### src/rtl/alu_seq_if.sv
// alu_seq_if: request/result bundle for alu_seq.
// The master drives start/Sel_OP/Rx/Ry. The slave returns R0/Flags/busy/done.
interface alu_seq_if #(
   parameter int WIDTH = 8
);
   // Handshake: start is sampled only while the ALU is idle.
   // While busy or done is high, start is dropped rather than queued.
   // done is a one-cycle pulse marking the cycle in which R0/Flags hold a new result.
   logic             start;
   logic [3:0]       Sel_OP;
   logic [WIDTH-1:0] Rx;
   logic [WIDTH-1:0] Ry;
   logic [WIDTH-1:0] R0;
   logic [3:0]       Flags;
   logic             busy;
   logic             done;

   modport master (
      output start, Sel_OP, Rx, Ry,
      input  R0, Flags, busy, done
   );

   modport slave (
      input  start, Sel_OP, Rx, Ry,
      output R0, Flags, busy, done
   );
endinterface

### src/rtl/alu_seq.sv
// alu_seq: sequential ALU with a registered result and {V,N,C,Z} flags.
// Flags bit 0 is Z.
// Single-cycle ops finish on the start edge.
// Shifts, rotates and MUL iterate one bit per cycle in ITER.
// Optional feature: define ALU_SEQ_MUL_EN to build the shift-add multiplier (opcode 10).
// Without it, opcode 10 behaves as a reserved opcode.
module alu_seq #(
   parameter int WIDTH = 8
) (
   input  logic     clk,
   input  logic     rst_n,
   alu_seq_if.slave bus,
   output logic     dbg_state_o
);
   localparam int               CW    = $clog2(WIDTH + 1);
   localparam logic [WIDTH-1:0] W_VAL = WIDTH'(WIDTH);
   localparam logic [CW-1:0]    W_CNT = CW'(WIDTH);

   localparam logic [3:0] OP_ADD = 4'd0;
   localparam logic [3:0] OP_SUB = 4'd1;
   localparam logic [3:0] OP_SHL = 4'd2;
   localparam logic [3:0] OP_SHR = 4'd3;
   localparam logic [3:0] OP_NOT = 4'd4;
   localparam logic [3:0] OP_AND = 4'd5;
   localparam logic [3:0] OP_OR  = 4'd6;
   localparam logic [3:0] OP_XOR = 4'd7;
   localparam logic [3:0] OP_ADC = 4'd8;
   localparam logic [3:0] OP_SBB = 4'd9;
   localparam logic [3:0] OP_ROL = 4'd11;
   localparam logic [3:0] OP_ROR = 4'd12;
   localparam logic [3:0] OP_CMP = 4'd13;
`ifdef ALU_SEQ_MUL_EN
   localparam logic [3:0] OP_MUL = 4'd10;
`endif

   typedef enum logic {IDLE = 1'b0, ITER = 1'b1} state_t;

   state_t           state_q, state_d;
   logic [3:0]       op_q, op_d;
   logic [WIDTH-1:0] a_q, a_d;
   logic [WIDTH-1:0] r0_q, r0_d;
   logic [3:0]       flags_q, flags_d;
   logic [CW-1:0]    cnt_q, cnt_d;
   logic             done_q, done_d;
`ifdef ALU_SEQ_MUL_EN
   logic [2*WIDTH-1:0] prod_q, prod_d, prod_step;
   logic [WIDTH:0]     mul_sum;
`endif

   logic             add_cin, sub_cin, v_add, v_sub, step_c;
   logic [WIDTH:0]   sum_w, dif_w;
   logic [WIDTH-1:0] step_val;
   logic [CW-1:0]    n_shift, n_rot;

   function automatic logic [3:0] mk_flags(input logic v, input logic [WIDTH-1:0] r,
                                           input logic c);
      return {v, r[WIDTH-1], c, ~|r};
   endfunction

   // The single-cycle datapath works directly on the live inputs.
   // Its result is captured on the start edge.
   assign add_cin = (bus.Sel_OP == OP_ADC) ? flags_q[1] : 1'b0;
   assign sub_cin = (bus.Sel_OP == OP_SBB) ? flags_q[1] : 1'b0;
   assign sum_w   = {1'b0, bus.Rx} + {1'b0, bus.Ry} + {{WIDTH{1'b0}}, add_cin};
   assign dif_w   = {1'b0, bus.Rx} - {1'b0, bus.Ry} - {{WIDTH{1'b0}}, sub_cin};
   assign v_add   = (bus.Rx[WIDTH-1] == bus.Ry[WIDTH-1]) && (sum_w[WIDTH-1] != bus.Rx[WIDTH-1]);
   assign v_sub   = (bus.Rx[WIDTH-1] != bus.Ry[WIDTH-1]) && (dif_w[WIDTH-1] != bus.Rx[WIDTH-1]);
   // Shift counts saturate at WIDTH. Rotate counts wrap modulo WIDTH.
   assign n_shift = (bus.Ry >= W_VAL) ? W_CNT : CW'(bus.Ry);
   assign n_rot   = CW'(bus.Ry % W_VAL);

   // One-bit step of the latched shift/rotate operand; step_c is the bit moved out.
   always_comb begin
      step_val = a_q;
      step_c   = 1'b0;
      case (op_q)
         OP_SHL: begin step_val = {a_q[WIDTH-2:0], 1'b0};      step_c = a_q[WIDTH-1]; end
         OP_SHR: begin step_val = {1'b0, a_q[WIDTH-1:1]};      step_c = a_q[0];       end
         OP_ROL: begin step_val = {a_q[WIDTH-2:0], a_q[WIDTH-1]}; step_c = a_q[WIDTH-1]; end
         OP_ROR: begin step_val = {a_q[0], a_q[WIDTH-1:1]};    step_c = a_q[0];       end
         default: ;
      endcase
   end

`ifdef ALU_SEQ_MUL_EN
   // Shift-add multiplier step.
   // The high half accumulates the multiplicand when the low bit is set, then the pair shifts right.
   always_comb begin
      mul_sum   = {1'b0, prod_q[2*WIDTH-1:WIDTH]} + (prod_q[0] ? {1'b0, a_q} : {(WIDTH+1){1'b0}});
      prod_step = {mul_sum, prod_q[WIDTH-1:1]};
   end
`endif

   // Next-state and datapath: accept requests in IDLE, step once per cycle in ITER.
   always_comb begin
      state_d = state_q;
      op_d    = op_q;
      a_d     = a_q;
      r0_d    = r0_q;
      flags_d = flags_q;
      cnt_d   = cnt_q;
      done_d  = 1'b0;
`ifdef ALU_SEQ_MUL_EN
      prod_d  = prod_q;
`endif
      case (state_q)
         IDLE: begin
            if (bus.start && !done_q) begin
               op_d   = bus.Sel_OP;
               a_d    = bus.Rx;
               done_d = 1'b1;
               case (bus.Sel_OP)
                  OP_ADD, OP_ADC: begin
                     r0_d    = sum_w[WIDTH-1:0];
                     flags_d = mk_flags(v_add, sum_w[WIDTH-1:0], sum_w[WIDTH]);
                  end
                  OP_SUB, OP_SBB: begin
                     r0_d    = dif_w[WIDTH-1:0];
                     flags_d = mk_flags(v_sub, dif_w[WIDTH-1:0], dif_w[WIDTH]);
                  end
                  OP_CMP: flags_d = mk_flags(v_sub, dif_w[WIDTH-1:0], dif_w[WIDTH]);
                  OP_NOT: begin r0_d = ~bus.Rx;          flags_d = mk_flags(1'b0, ~bus.Rx, 1'b0);          end
                  OP_AND: begin r0_d = bus.Rx & bus.Ry;  flags_d = mk_flags(1'b0, bus.Rx & bus.Ry, 1'b0);  end
                  OP_OR:  begin r0_d = bus.Rx | bus.Ry;  flags_d = mk_flags(1'b0, bus.Rx | bus.Ry, 1'b0);  end
                  OP_XOR: begin r0_d = bus.Rx ^ bus.Ry;  flags_d = mk_flags(1'b0, bus.Rx ^ bus.Ry, 1'b0);  end
                  OP_SHL, OP_SHR: begin
                     if (n_shift == '0) begin
                        r0_d    = bus.Rx;
                        flags_d = mk_flags(1'b0, bus.Rx, 1'b0);
                     end else begin
                        state_d = ITER;
                        cnt_d   = n_shift;
                        done_d  = 1'b0;
                     end
                  end
                  OP_ROL, OP_ROR: begin
                     if (n_rot == '0) begin
                        r0_d    = bus.Rx;
                        flags_d = mk_flags(1'b0, bus.Rx, 1'b0);
                     end else begin
                        state_d = ITER;
                        cnt_d   = n_rot;
                        done_d  = 1'b0;
                     end
                  end
`ifdef ALU_SEQ_MUL_EN
                  OP_MUL: begin
                     state_d = ITER;
                     cnt_d   = W_CNT;
                     prod_d  = {{WIDTH{1'b0}}, bus.Ry};
                     done_d  = 1'b0;
                  end
`endif
                  // Reserved opcodes only pulse done.
                  default: ;
               endcase
            end
         end
         ITER: begin
            cnt_d = cnt_q - 1'b1;
            a_d   = step_val;
`ifdef ALU_SEQ_MUL_EN
            prod_d = prod_step;
`endif
            if (cnt_q == CW'(1)) begin
               state_d = IDLE;
               done_d  = 1'b1;
               r0_d    = step_val;
               flags_d = mk_flags(1'b0, step_val, step_c);
`ifdef ALU_SEQ_MUL_EN
               if (op_q == OP_MUL) begin
                  r0_d    = prod_step[WIDTH-1:0];
                  flags_d = mk_flags(1'b0, prod_step[WIDTH-1:0], |prod_step[2*WIDTH-1:WIDTH]);
               end
`endif
            end
         end
         default: state_d = IDLE;
      endcase
   end

   // State and datapath registers.
   // Asynchronous reset aborts any operation in flight without a done pulse.
   always_ff @(posedge clk or negedge rst_n) begin
      if (!rst_n) begin
         state_q <= IDLE;
         op_q    <= '0;
         a_q     <= '0;
         r0_q    <= '0;
         flags_q <= '0;
         cnt_q   <= '0;
         done_q  <= 1'b0;
`ifdef ALU_SEQ_MUL_EN
         prod_q  <= '0;
`endif
      end else begin
         state_q <= state_d;
         op_q    <= op_d;
         a_q     <= a_d;
         r0_q    <= r0_d;
         flags_q <= flags_d;
         cnt_q   <= cnt_d;
         done_q  <= done_d;
`ifdef ALU_SEQ_MUL_EN
         prod_q  <= prod_d;
`endif
      end
   end

   assign bus.R0      = r0_q;
   assign bus.Flags   = flags_q;
   assign bus.busy    = (state_q == ITER);
   assign bus.done    = done_q;
   assign dbg_state_o = (state_q == ITER);
endmodule

### src/flat_wrapper.sv
// flat-port wrapper written by rule: the top's interface ports become plain ports
module alu_seq_flat 
#(
   parameter int WIDTH = 8
)
  (clk, rst_n, dbg_state_o, bus_start, bus_Sel_OP, bus_Rx, bus_Ry, bus_R0, bus_Flags, bus_busy, bus_done);
  alu_seq_if #(.WIDTH(WIDTH)) bus_i ();
  input  logic clk;
  input  logic rst_n;
  output logic dbg_state_o;
  input wire logic [$bits(bus_i.start)-1:0] bus_start;
  input wire logic [$bits(bus_i.Sel_OP)-1:0] bus_Sel_OP;
  input wire logic [$bits(bus_i.Rx)-1:0] bus_Rx;
  input wire logic [$bits(bus_i.Ry)-1:0] bus_Ry;
  output wire logic [$bits(bus_i.R0)-1:0] bus_R0;
  output wire logic [$bits(bus_i.Flags)-1:0] bus_Flags;
  output wire logic [$bits(bus_i.busy)-1:0] bus_busy;
  output wire logic [$bits(bus_i.done)-1:0] bus_done;
  assign bus_i.start = bus_start;
  assign bus_i.Sel_OP = bus_Sel_OP;
  assign bus_i.Rx = bus_Rx;
  assign bus_i.Ry = bus_Ry;
  assign bus_R0 = bus_i.R0;
  assign bus_Flags = bus_i.Flags;
  assign bus_busy = bus_i.busy;
  assign bus_done = bus_i.done;
  alu_seq #(.WIDTH(WIDTH)) u_core (.clk(clk), .rst_n(rst_n), .bus(bus_i), .dbg_state_o(dbg_state_o));
endmodule
### config.mk
export PLATFORM = sky130hd
export DESIGN_NAME = alu_seq_flat
export DESIGN_NICKNAME = d
export VERILOG_FILES = /design/src/rtl/alu_seq_if.sv /design/src/rtl/alu_seq.sv /design/src/flat_wrapper.sv
export SDC_FILE = /design/constraint.sdc
export NUM_CORES = 1
export LEC_CHECK = 0
export CELL_PAD_IN_SITES_DETAIL_PLACEMENT = 0
export CELL_PAD_IN_SITES_GLOBAL_PLACEMENT = 1
export CORE_AREA = 2 2 79 111
export CTS_BUF_LIST = sky130_fd_sc_hd__clkbuf_8
export DETAILED_ROUTE_END_ITERATION = 6
export DIE_AREA = 0 0 81 113
export GPL_TIMING_DRIVEN = 0
export PLACE_DENSITY = 0.92
export RECOVER_POWER = 100
export SYNTH_ARGS = -nofsm -noshare
export SYNTH_HDL_FRONTEND = slang
export SYNTH_SLANG_ARGS = --single-unit
export TNS_END_PERCENT = 30
### constraint.sdc
create_clock -name clk -period 2.95 [get_ports clk]
set_input_delay 0.59 -clock clk [delete_from_list [all_inputs] [get_ports clk]]
set_output_delay 0.59 -clock clk [all_outputs]
set_load 0.01 [all_outputs]
* Yosys cells after proc, flatten, opt, wreduce, memory -nomap -nowiden
Index checks and enable logic that the tools add are counted.
Cells by class: magnitude comparators 1, equal/unequal tests 30, bitwise operators 5, multiplexer cells 36, reduce and logical (&&, ||, !) cells 34, add/sub/neg operators 5
Operator list (number):
- $pmux 8 s8 | 1
- $reduce_or 8->1 | 8
- $mux 8 | 5
- $mux 4 | 8
- $pmux 4 s8 | 1
- $pmux 8 s2 | 2
- $pmux 8 s4 | 1
- $eq 4x4->1 const B | 7
- $pmux 4 s2 | 3
- $ne 9x9->1 const B | 2
- $eq 4x2->1 const B | 4
- $eq 4x3->1 const B | 4
- $logic_not 4->1 | 3
- $reduce_or 2->1 | 6
- $mux 1 | 10
- $pmux 1 s2 | 5
- $reduce_and 5->1 | 2
- $add 8x8->9 | 1
- $add 9x1->9 | 1
- $logic_not 1->1 | 9
- $ne 3x3->1 const B | 3
- $sub 8x8->9 | 1
- $sub 9x1->9 | 1
- $and 8x8->8 | 1
- other kinds (16) | 22
Word-level totals: output and inout port bits 15, input port bits 23, register bits 30, word-level logic and storage cells 118

* Depth between registers and ports, before layout
Gate-level depths: netlist of run 1.
word-level depth 8, depth in mapped cells 14

* Worst setup path before layout of run 1
OpenSTA, ideal clock, no wires.
path type input -> register, from in bus_Sel_OP[0], to reg u_core.r0_q[4], in the netlist u_core.bus.R0[4], data required time 2885 ps, stages on the path 13, path slack -650 ps, data arrival time 3535 ps, setup time 65 ps, cell sequence buf_2 clkbuf_1 and2_1 clkbuf_1 nand3_1 fa_1 fa_1 o21a_1 o21a_1 o311ai_0 a21bo_2 a221oi_1 o22a_1
Between the ends: word-level cells in the longest chain between the ends 6, elaborated cells between the ends (all ways) 27, those cells by class add/sub (2); eq/ne (14); mux (5); reduce/logical (6)
Ends and longest elaborated chain:
- from (decl) | RTL line flat_wrapper.sv:12 | input wire logic [$bits(bus_i.Sel_OP)-1:0] bus_Sel_OP;
- $eq 4x4->1, on equally long branches | RTL line alu_seq.sv:63, alu_seq.sv:112, alu_seq.sv:62
- $mux 1, on equally long branches | RTL line alu_seq.sv:63, alu_seq.sv:62
- $sub 9x1->9 or $add 9x1->9 (tied branches) | RTL line alu_seq.sv:65, alu_seq.sv:64
- $pmux 8 s8 | RTL line alu_seq.sv:112 | case (bus.Sel_OP)
- $mux 8 | RTL line alu_seq.sv:108 | if (bus.start && !done_q) begin
- $pmux 8 s2 | RTL line alu_seq.sv:106 | case (state_q)
- to (signal assigned) | RTL line alu_seq.sv:200 | r0_q <= r0_d;
- to (decl) | RTL line alu_seq.sv:41 | logic [WIDTH-1:0] r0_q, r0_d;
Several ways; a longest one is shown, not always the timed one. The select of a mux whose other input is x is not followed. A chain may end at the register's enable or synchronous reset.

* Worst setup path in the final report of run 1
from in bus_Sel_OP[2], to reg u_core.r0_q[4], in the netlist u_core.bus.R0[4]
The elaborated chain is that of the path after synthesis.

==> results.sh, run 1 <==
export IMPL_critical_path_class="in2reg"
export IMPL_finalPower_mw=3.133
export IMPL_cp_data_required_time_ns=3.18
export IMPL_critPathArrivalTime_ns=3.20
export IMPL_grt_pass1_wl_um=19220
export IMPL_fin_crit_sh_pct=100.8
export IMPL_ios=38
export IMPL_syn_area_per_cell_sq_um=8.134
export IMPL_synth_ff_type="dfrtp_1"
export IMPL_r2r_start="u_core.bus.Flags[1]"
export IMPL_fp_dieH_um=113
export IMPL_min_from="u_core.bus.Flags[3]"
export IMPL_dr_pass1_iters=5
export IMPL_violations="max-capacitance violations, max-slew violations, negative setup slack"
export IMPL_cts_tree="yes"
export IMPL_root_buffer="clkbuf_8"
export IMPL_fin_util_pct=56.06
export IMPL_hp_class="reg2reg"
export IMPL_rows=39
export IMPL_clock_path_buffers=2
export IMPL_seqCellArea_sq_um=750.7
export IMPL_maxCapViolations=1
export IMPL_yosys_register_bits=30
export IMPL_cp_end_kind="flop"
export IMPL_drv_slew=31
export IMPL_grt_use_total_pct=28.01
export IMPL_grt_antenna_before_repair=0
export IMPL_synth_edf_count=0
export IMPL_clock_skew_ns=0.004675
export IMPL_place_gp_congestion=0.9895
export IMPL_initial_utilization_pct=43.48
export IMPL_max_freq_mhz=336.3
export IMPL_dp_hpwl_um=9885
export IMPL_grt_remaining_overflow=0
export IMPL_p_per_area_mw_per_mm2=689.9
export IMPL_cts_buffers_inserted=5
export IMPL_numClockSinks=30
export IMPL_ys_async_sr_fraction_pct=100.0
export IMPL_clkTransAtPathRegs_ns=0.06
export IMPL_maxSlewHeadroom_pct=-9.615
export IMPL_fin_nets=554
export IMPL_drtAntennaViolNets=0
export IMPL_crit_path_start_kind="input pin"
export IMPL_area_growth_pct=28.92
export IMPL_grt_pass1_vias=3655
export IMPL_yosysSeqAreaShare_pct=21.31
export IMPL_final_cells=598
export IMPL_hold_ws_ns=0.5026
export IMPL_cp_startpoint="bus_Sel_OP[2]"
export IMPL_synth_top_area_share_pct=21.31
export IMPL_htree_levels=2
export IMPL_synth_top_cell_by_area="dfrtp_1"
export IMPL_max_vdd_ir_drop_uv=386.6
export IMPL_rsz0062_at_grt="true"
export IMPL_grt_max_degree=31
export IMPL_period_needed_ns=2.974
export IMPL_ys_warn_count=0
export IMPL_post_drt_wl_per_cell_um=20.85
export IMPL_synth_cell_type_count=76
export IMPL_detail_route_iter0_violations=228
export IMPL_clk_latency_ns=0.29
export IMPL_setup_viol=2
export IMPL_dpl_cell_count=571
export IMPL_synthCells=433
export IMPL_crit_fanout=8
export IMPL_drc=0
export IMPL_worst_slew_pin_slew_ns=1.644
export IMPL_die_x_um=81
export IMPL_routed_wl_um=12470
export IMPL_drive_gt1_share_pct=22.98
export IMPL_antenna_diode_count=0
export IMPL_die_area_sq_mm=0.009153
export IMPL_ys_top_cells_by_area="dfrtp_1, ha_1, a21oi_1"
export IMPL_multi_input_area_sq_mm=0.002761
export IMPL_hold_viol_final=0
export IMPL_vias=3736
export IMPL_io_buffer_count=36
export IMPL_syn_area_sq_mm=0.003522
export IMPL_synth_nets=492
export IMPL_vias_per_cell=6.247
export IMPL_setup_slack_ns=-0.02378
export IMPL_cts_hold_buf=0
export IMPL_status="finished with violations"
export IMPL_p_leak_nw=1.902
export IMPL_nFillCells=809
export IMPL_placeableCoreArea_sq_mm=0.008100
[timing repair]
item / CTS / global route
endpoints found under the hold margin: 0 / 0
buffers inserted: 9 / 14
resized for setup: 58 / 39
endpoints found under the setup margin: 12 / 10
pin swaps: 25 / 18
[layout by cell type (no fill, tap or decap), types with 5 or more instances in the layout]
master / instances
nand4_1: 6
buf_4: 25
o21ai_0: 20
nand2_1: 30
nand2b_1: 8
nor2_1: 27
dlygate4sd3_1: 13
clkbuf_1: 8
a31oi_1: 6
mux2i_1: 5
a21oi_1: 28
nor3_1: 13
clkbuf_8: 6
mux2_2: 10
a22oi_1: 6
buf_8: 5
xnor2_1: 10
a221oi_1: 6
ha_1: 25
nor4_1: 7
nand3_1: 11
o211ai_1: 6
clkdlybuf4s50_1: 9
inv_1: 33
or3_1: 5
ha_4: 5
dfrtp_1: 30
[registers in the layout, summed over array words and instances, names as in the netlist]
register / cells
u_core.a_q: 8
u_core.bus.busy: 1
u_core.cnt_q: 4
u_core.op_q: 4
u_core.bus.done: 1
u_core.bus.R0: 8
u_core.bus.Flags: 4
[kinds of logic after synthesis]
logic type | after synthesis | synth area share [%]
muxes | 19 | 6.856
and+or+nand+nor | 137 | 19.89
buffers and inverters | 61 | 7.069
DFF | 30 | 21.31
adders and majority gates | 36 | 13.64
xor gates and xnor gates | 17 | 4.227
AOI/OAI and AO/OA | 133 | 27.00
[worst max-delay path: stages]
cell      delay (ns)
buf_12          0.11
nor2_4          0.10
and2_4          0.16
nand3_4         0.07
fa_2            0.42
fa_2            0.41
o21a_1          0.21
o21a_1          0.21
o311ai_2        0.22
a21bo_2         0.27
a221oi_4        0.26
o22a_1          0.16
[final timing paths]
path                                       end  slack [ns]  cells past startpoint
min in group asynchronous      u_core.cnt_q[0]        0.71                      1
hold reg to reg            u_core.bus.Flags[3]        0.50                      1
hold / removal             u_core.bus.Flags[3]        0.50                      1
setup reg to reg              u_core.bus.R0[4]        0.09                      9
setup / recovery              u_core.bus.R0[4]       -0.02                     12
max in group asynchronous     u_core.bus.R0[5]        1.28                      1
[routing by layer]
| metal | part of all wire [%] | wire (um) | global-route usage, % |
|---|---|---|---|
| met2 | 51 | 6335 | 48.37 |
| met1 | 36 | 4510 | 31.09 |
| met3 | 5.5 | 688 | 3.509 |
| met5 | 0 | 0 | 0 |
| met4 | 7.5 | 933 | 19.44 |
[power by group]
part,switching [mW],internal [mW],leakage [nW]
Combinational,1.05,0.906,1.49
Clock,0.157,0.184,0.0524
Sequential,0.214,0.621,0.359
Total,1.42,1.71,1.90
[layout make-up]
cell class | count | area share, %
buffer | 19 | 3.086
clock buffer | 6 | 1.819
clock inverter | 2 | 0.1929
inverter | 38 | 3.224
multi-input combinational | 342 | 60.82
sequential | 30 | 16.53
tap | 102 | 2.811
timing repair buffer | 59 | 11.52
[stage by stage]
stage | TNS [ns] | area [sq um] | setup slack (ns)
5_1_grt | -0.3901 | 4541 | -0.1402
3_3_place_gp | -13.80 | 4074 | -1.347
2_1_floorplan | -1.161 | 3586 | -0.2122
3_5_place_dp | -14.31 | 4074 | -1.376
6_report | -0.02402 | 4541 | -0.02378
4_1_cts | -0.9760 | 4363 | -0.2684
[synthesized netlist by cell type (all sizes together) (2+ instances only)]
cell type	instances
o31a	2
xnor2	11
mux2i	5
mux2	11
o211ai	6
nor4	8
o21a	4
a21boi	3
fa	4
a211oi	5
clkbuf	15
and2	5
a211o	2
o22ai	3
nand3	12
nand4	6
a221oi	7
or2	6
a31o	2
and3	3
nor3	14
inv	37
mux4	3
a221o	4
a21oi	30
nand2	30
xor2	6
dfrtp	30
nor2	30
nor2b	5
nand2b	8
o2bb2ai	2
o31ai	2
buf	8
ha	32
a21o	4
o311a	2
a31oi	6
nor3b	2
a22o	2
o21ai	25
or3	5
a22oi	6
No activity file was read; power rests on OpenSTA's default activity.
==> inputs of run 2 (changes only) <==
- MAX_ROUTING_LAYER: not set -> met4
==> run 2 against run 1 <==
Net effect: the run still ends with max-capacitance violations, max-slew violations, negative setup slack left; design area is 2.6% lower; highest routed layer unchanged; core utilization is 1.5 points lower; flip-flop and latch count stayed put; clock skew is 0.0013 ns lower; sequential power is 0.7% lower; largest cell class unchanged.
==> results.sh, run 2 (synthesis gave the netlist of run 1 again) <==
export IMPL_hp_class="reg2reg"
export IMPL_worst_slew_pin_slew_ns=1.654
export IMPL_clk_latency_ns=0.29
export IMPL_fin_nets=546
export IMPL_numClockSinks=30
export IMPL_violations="max-capacitance violations, max-slew violations, negative setup slack"
export IMPL_cp_startpoint="bus_Sel_OP[2]"
export IMPL_drc=0
export IMPL_status="finished with violations"
export IMPL_post_drt_wl_per_cell_um=20.51
export IMPL_area_growth_pct=25.54
export IMPL_final_cell_mix="inv_1, nand2_1, dfrtp_1"
export IMPL_maxCapViolations=1
export IMPL_crit_fanout=7
export IMPL_antenna_diode_count=0
export IMPL_grt_pass1_wl_um=19170
export IMPL_drv_slew=31
export IMPL_slowest_stage="fa_2"
export IMPL_dr_pass1_iters=5
export IMPL_rows=39
export IMPL_setup_viol=3
export IMPL_clock_skew_ns=0.003333
export IMPL_finalPower_mw=3.116
export IMPL_cp_end_kind="flop"
export IMPL_dp_hpwl_um=9796
export IMPL_hold_viol_final=0
export IMPL_path_cells="buf_12 > nor2_4 > and2_4 > nand3_4 > fa_2 > buf_6 > ha_4 > a211oi_4 > o2111ai_2 > a21oi_2 > xnor2_2 > o41ai_2 > a31oi_1 > o221ai_1"
export IMPL_cp_data_required_time_ns=3.15
export IMPL_grt_pass1_vias=3652
export IMPL_io_buffer_count=36
export IMPL_cts_buffers_inserted=5
export IMPL_vias_per_cell=6.158
export IMPL_p_leak_nw=1.856
export IMPL_clkTransAtPathRegs_ns=0.06
export IMPL_routed_wl_um=12100
export IMPL_tns_ns=-0.2002
export IMPL_grt_max_degree=31
export IMPL_ios=38
export IMPL_rsz0062_at_grt="true"
export IMPL_initial_utilization_pct=43.48
export IMPL_vias=3633
export IMPL_maxSlewHeadroom_pct=-10.27
export IMPL_reg2reg_setup_slack_ns=0
export IMPL_crit_family="compound AO/OA/AOI/OAI gates"
export IMPL_drtAntennaViolNets=0
export IMPL_root_buffer="clkbuf_8"
export IMPL_grt_remaining_overflow=0
export IMPL_critPathArrivalTime_ns=3.27
export IMPL_crit_path_start_kind="input pin"
export IMPL_drive_gt1_share_pct=20.90
export IMPL_max_freq_mhz=326.0
export IMPL_final_common_cell="inv_1"
export IMPL_clock_path_buffers=2
export IMPL_fp_dieH_um=113
export IMPL_min_from="u_core.bus.R0[1]"
export IMPL_detail_route_iter0_violations=219
export IMPL_fin_crit_sh_pct=104.0
export IMPL_grt_antenna_before_repair=0
export IMPL_die_x_um=81
export IMPL_slowest_delay_ns=0.40
export IMPL_htree_levels=2
export IMPL_placeableCoreArea_sq_mm=0.008100
export IMPL_hold_ws_ns=0.4981
export IMPL_die_area_sq_mm=0.009153
export IMPL_critical_path_class="in2reg"
export IMPL_r2r_start="u_core.bus.Flags[1]"
export IMPL_cts_tree="yes"
export IMPL_grt_use_total_pct=28.58
export IMPL_place_gp_congestion=1.031
export IMPL_max_vdd_ir_drop_uv=365.8
export IMPL_crit_buf_inv=2
export IMPL_period_needed_ns=3.067
export IMPL_p_per_area_mw_per_mm2=704.7
export IMPL_setup_slack_ns=-0.1172
==> run 2: changes by cell type in the layout (fill, tap and decap cells not counted), sizes merged <==
cell           change
dlymetal6s2s       -1
clkinvlp           -1
clkdlybuf4s15      -1
inv                +1
dlygate4sd2        +2
buf                -8
==> run 2: repair_timing <==
action / CTS / global route
resized for setup: 52 / 36
setup buffers: 8 / 7
gates cloned: 0 / 0
setup endpoints to repair: 12 / 12
hold buffers: 0 / 0
pin swaps: 18 / 24
==> run 2: worst paths after layout <==
check                                 endpoint  cells past startpoint
setup / recovery           u_core.bus.Flags[0]                     14
hold / removal                u_core.bus.R0[1]                      1
setup reg to reg           u_core.bus.Flags[0]                     11
hold reg to reg               u_core.bus.R0[1]                      1
max in group asynchronous  u_core.bus.Flags[3]                      1
min in group asynchronous       u_core.op_q[1]                      1
==> run 2: report_power, final <==
part | switching [mW] | total (mW) | internal, mW | leakage, nW
clock network | 0.162 | 0.346 | 0.184 | 0.0524
registers | 0.208 | 0.829 | 0.621 | 0.359
logic | 1.05 | 1.94 | 0.892 | 1.44
==> run 2: final cells by class <==
class | instances | area (sq um)
plain buffers | 19 | 141.4
inverters | 38 | 142.6
repair buffers | 51 | 461.7
flip-flops and latches | 30 | 750.7
clock buffers | 6 | 82.58
well taps | 102 | 127.6
clock inverters | 2 | 8.758
multi-input cells | 342 | 2706
fillers | 808 | 3679
==> run 2: per-stage QoR <==
step	instance area [sq um]	cells	util, %	worst slack [ns]
6_report	4422	590	54.59	-0.1172
5_1_grt	4422	590	54.59	-0.2053
4_1_cts	4349	587	53.69	-0.2320
3_5_place_dp	4074	571	50.29	-1.300
3_3_place_gp	4074	571	50.29	-1.279
2_1_floorplan	3586	433	-	-0.2122
==> run 2: worst reg2reg max path, cell delays in order (launching register included) <==
cell and delay [ns]:
dfrtp_1 0.50, nand3_4 0.12, fa_2 0.40, buf_6 0.14, ha_4 0.24, a211oi_4 0.28
o2111ai_2 0.21, a21oi_2 0.21, xnor2_2 0.13, o41ai_2 0.35, a31oi_1 0.10, o221ai_1 0.19
==> run 2: per-layer routing <==
layer	wire, um	global-route usage [%]	vias up
met5	0	-	-
met4	989	21.24	0
met3	531	2.233	56
met2	6054	47.22	161
met1	4526	31.46	1721
li1	-	-	1695
==> inputs of run 3 (changes only) <==
- ABC_AREA: not set -> 1
- CORE_AREA: 2 2 79 111 -> 2 2 84 118
- DIE_AREA: 0 0 81 113 -> 0 0 86 120
- MAX_ROUTING_LAYER: met4 -> not set
==> run 3 against run 2 <==
Net effect: the flow finishes with violations (max-capacitance violations, max-slew violations); fmax is 8.5% higher; core utilization decreased by 8.6 points; first-iteration DRC count up 2.3%; clock skew rose by 0.0010 ns; routed wire length grew 0.59%; critical endpoint is now u_core.bus.Flags[1]; largest cell class unchanged; largest power group unchanged; highest routed layer unchanged.
==> results.sh, run 3 <==
export IMPL_final_common_cell="nand2_1"
export IMPL_die_x_um=86
export IMPL_setup_viol=0
export IMPL_vias_per_cell=5.320
export IMPL_ys_top_cells_by_area="nand2_1, dfrtp_1, ha_1"
export IMPL_synth_top_area_share_pct=20.85
export IMPL_place_gp_congestion=0.9861
export IMPL_antenna_diode_count=0
export IMPL_worstRegToRegCells=13
export IMPL_cts_hold_buf=0
export IMPL_crit_fanout=8
export IMPL_cp_data_required_time_ns=3.13
export IMPL_final_area_sq_mm=0.004278
export IMPL_crit_path_start_kind="input pin"
export IMPL_yosysSeqAreaShare_pct=20.34
export IMPL_synth_fa_ha_area_share_pct=13.02
export IMPL_grt_pass1_vias=4074
export IMPL_ys_async_sr_fraction_pct=100.0
export IMPL_status="finished with violations"
export IMPL_synth_ff_type="dfrtp_1"
export IMPL_synth_top_cell_by_area="nand2_1"
export IMPL_fp_dieH_um=120
export IMPL_post_synth_top_count_cell="nand2_1"
export IMPL_path_cells="clkdlybuf4s50_1 > clkbuf_2 > inv_1 > ha_1 > ha_1 > nand2_1 > o21a_1 > a21o_1 > nand3_1 > nand3_1 > nand2_1 > nand2_1"
export IMPL_syn_area_per_cell_sq_um=5.973
export IMPL_p_leak_nw=2.293
export IMPL_grt_use_total_pct=24.57
export IMPL_grt_remaining_overflow=0
export IMPL_synth_nets=677
export IMPL_routed_wl_um=12170
export IMPL_min_from="u_core.bus.Flags[3]"
export IMPL_drv_slew=31
export IMPL_synth_compound_area_share_pct=11.36
export IMPL_numClockSinks=30
export IMPL_cp_end_kind="flop"
export IMPL_vias=4112
export IMPL_synthCells=618
export IMPL_drive_gt1_share_pct=6.938
export IMPL_p_per_area_mw_per_mm2=697.6
export IMPL_hold_viol_final=0
export IMPL_clk_latency_ns=0.29
export IMPL_maxSlewHeadroom_pct=-13.82
export IMPL_reg2reg_setup_slack_ns=0.48
export IMPL_violations="max-capacitance violations, max-slew violations"
export IMPL_root_buffer="clkbuf_8"
export IMPL_post_drt_wl_per_cell_um=15.75
export IMPL_grt_max_degree=31
export IMPL_slowest_stage="clkdlybuf4s50_1"
export IMPL_synth_cell_type_count=37
export IMPL_max_vdd_ir_drop_uv=187.5
export IMPL_cpMostUsedCell="nand2_1"
export IMPL_synthMuxAreaShare_pct=0
export IMPL_placeableCoreArea_sq_mm=0.009301
export IMPL_grt_pass1_wl_um=19670
export IMPL_io_buffer_count=37
export IMPL_r2r_start="u_core.bus.Flags[1]"
export IMPL_grt_antenna_before_repair=0
export IMPL_maxCapViolations=1
export IMPL_dr_pass1_iters=5
export IMPL_synth_xor_area_share_pct=0.4746
export IMPL_cts_setup_buffers=0
export IMPL_cts_buffers_inserted=5
export IMPL_cp_endpoint="u_core.bus.Flags[1]"
export IMPL_initial_utilization_pct=39.68
export IMPL_synth_edf_count=0
export IMPL_final_cell_mix="nand2_1, inv_1, nor2_1"
export IMPL_drc=0
export IMPL_synth_top_family_by_area="simple AND/OR/NAND/NOR gates"
export IMPL_tns_ns=0
export IMPL_yosys_register_bits=30
export IMPL_cts_tree="yes"
export IMPL_ios=38
export IMPL_fin_crit_sh_pct=95.85
export IMPL_worst_slew_pin_slew_ns=1.707
export IMPL_die_area_sq_mm=0.01032
export IMPL_area_growth_pct=15.90
export IMPL_hp_class="reg2reg"
export IMPL_rsz0062_at_grt="false"
export IMPL_synthSimpleGateAreaFrac_pct=43.49
export IMPL_synth_common_cells="nand2_1, inv_1, nor2_1"
export IMPL_clock_path_buffers=2
export IMPL_nFillCells=1007
export IMPL_rows=42
export IMPL_place_area_sq_mm=0.004199
export IMPL_drtAntennaViolNets=0
export IMPL_detail_route_iter0_violations=224
export IMPL_slowest_delay_ns=0.48
export IMPL_cp_startpoint="bus_Rx[7]"
export IMPL_htree_levels=2
export IMPL_critical_path_class="in2reg"
export IMPL_clkTransAtPathRegs_ns=0.06
export IMPL_max_freq_mhz=353.7
export IMPL_r2r_end="u_core.bus.R0[4]"
export IMPL_syn_area_sq_mm=0.003691
export IMPL_clock_skew_ns=0.004359
export IMPL_critPathArrivalTime_ns=3.01
export IMPL_period_needed_ns=2.828
export IMPL_dp_hpwl_um=10110
export IMPL_fin_nets=721
export IMPL_ys_warn_count=0
## run 3: cell types whose count changed after synthesis, sizes merged, moves of 8 or more
cell    delta
nand2    +181
xnor2     -10
nand3     +34
nor2      +51
nand4     +12
clkbuf    -11
inv       +63
nand2b     -8
mux2      -11
a21oi      -8
## run 3: worst min path at each step
stage | to | depth (start not counted)
global route | u_core.bus.Flags[3] | 2
finish | u_core.bus.Flags[3] | 2
CTS | u_core.bus.Flags[3] | 2
detailed placement | u_core.bus.Flags[3] | 2
global placement | u_core.bus.Flags[3] | 2
floorplan | u_core.a_q[0] | 0
## run 3: area by class of cell
| class | count | area, sq um | share of cell area, % |
|---|---|---|---|
| timing repair buffer | 37 | 354.1 | 8.277 |
| tap | 110 | 137.6 | 3.217 |
| buffer | 7 | 43.79 | 1.024 |
| multi-input combinational | 481 | 2525 | 59.02 |
| clock buffer | 6 | 82.58 | 1.930 |
| sequential | 30 | 750.7 | 17.55 |
| clock inverter | 2 | 8.758 | 0.2047 |
| inverter | 100 | 375.4 | 8.775 |
## run 3: stage by stage
stage	power, mW	hold WS (ns)	util (%)	setup slack (ns)	cells
floorplan	2.038	0.2944	-	0.4754	618
global placement	2.653	0.4648	45.14	-0.5968	765
detailed placement	2.692	0.4730	45.14	-0.6423	765
CTS	3.048	0.4839	46.06	0.01017	773
global route	3.293	0.5013	45.99	0.001346	773
finish	2.984	0.4730	45.99	0.1225	773
## run 3: repair_timing
| action | in CTS | in global routing |
|---|---|---|
| hold endpoints to repair | 0 | 0 |
| pin swaps | 0 | 2 |
| setup endpoints to repair | 10 | 9 |
| gates resized for setup | 6 | 21 |
| cloned | 0 | 0 |
## run 3: power breakdown
group | internal, mW | total, mW | switching, mW | leakage (nW)
Sequential | 0.618 | 0.802 | 0.184 | 0.366
Clock | 0.184 | 0.345 | 0.161 | 0.0524
Combinational | 0.683 | 1.84 | 1.15 | 1.87
Total | 1.49 | 2.98 | 1.50 | 2.29
## run 3: metal layers
metal  global-route usage [%]  wire (um)  up-vias  part of all wire, %
met5                        0          0        -                    0
met4                    14.09        649        0                  5.3
met1                    26.15       4635     1889                   38
met3                    3.026        518       39                  4.3
li1                         -          -     2061                    -
met2                    45.30       6369      123                   52
## run 3: critical path: cells and delay by family
family	cells	cell delay [ns]
adder cells (fa/ha/maj)	2	0.84
buffers and inverters	3	0.82
AO/OA/AOI/OAI	2	0.38
AND/OR/NAND/NOR	5	0.37
## run 3: logic make-up after synthesis
family,after synthesis
AND/OR/NAND/NOR,372
flip-flops,30
buffers and inverters,107
adder cells (fa/ha/maj),36
XOR/XNOR,2
AO/OA/AOI/OAI,71
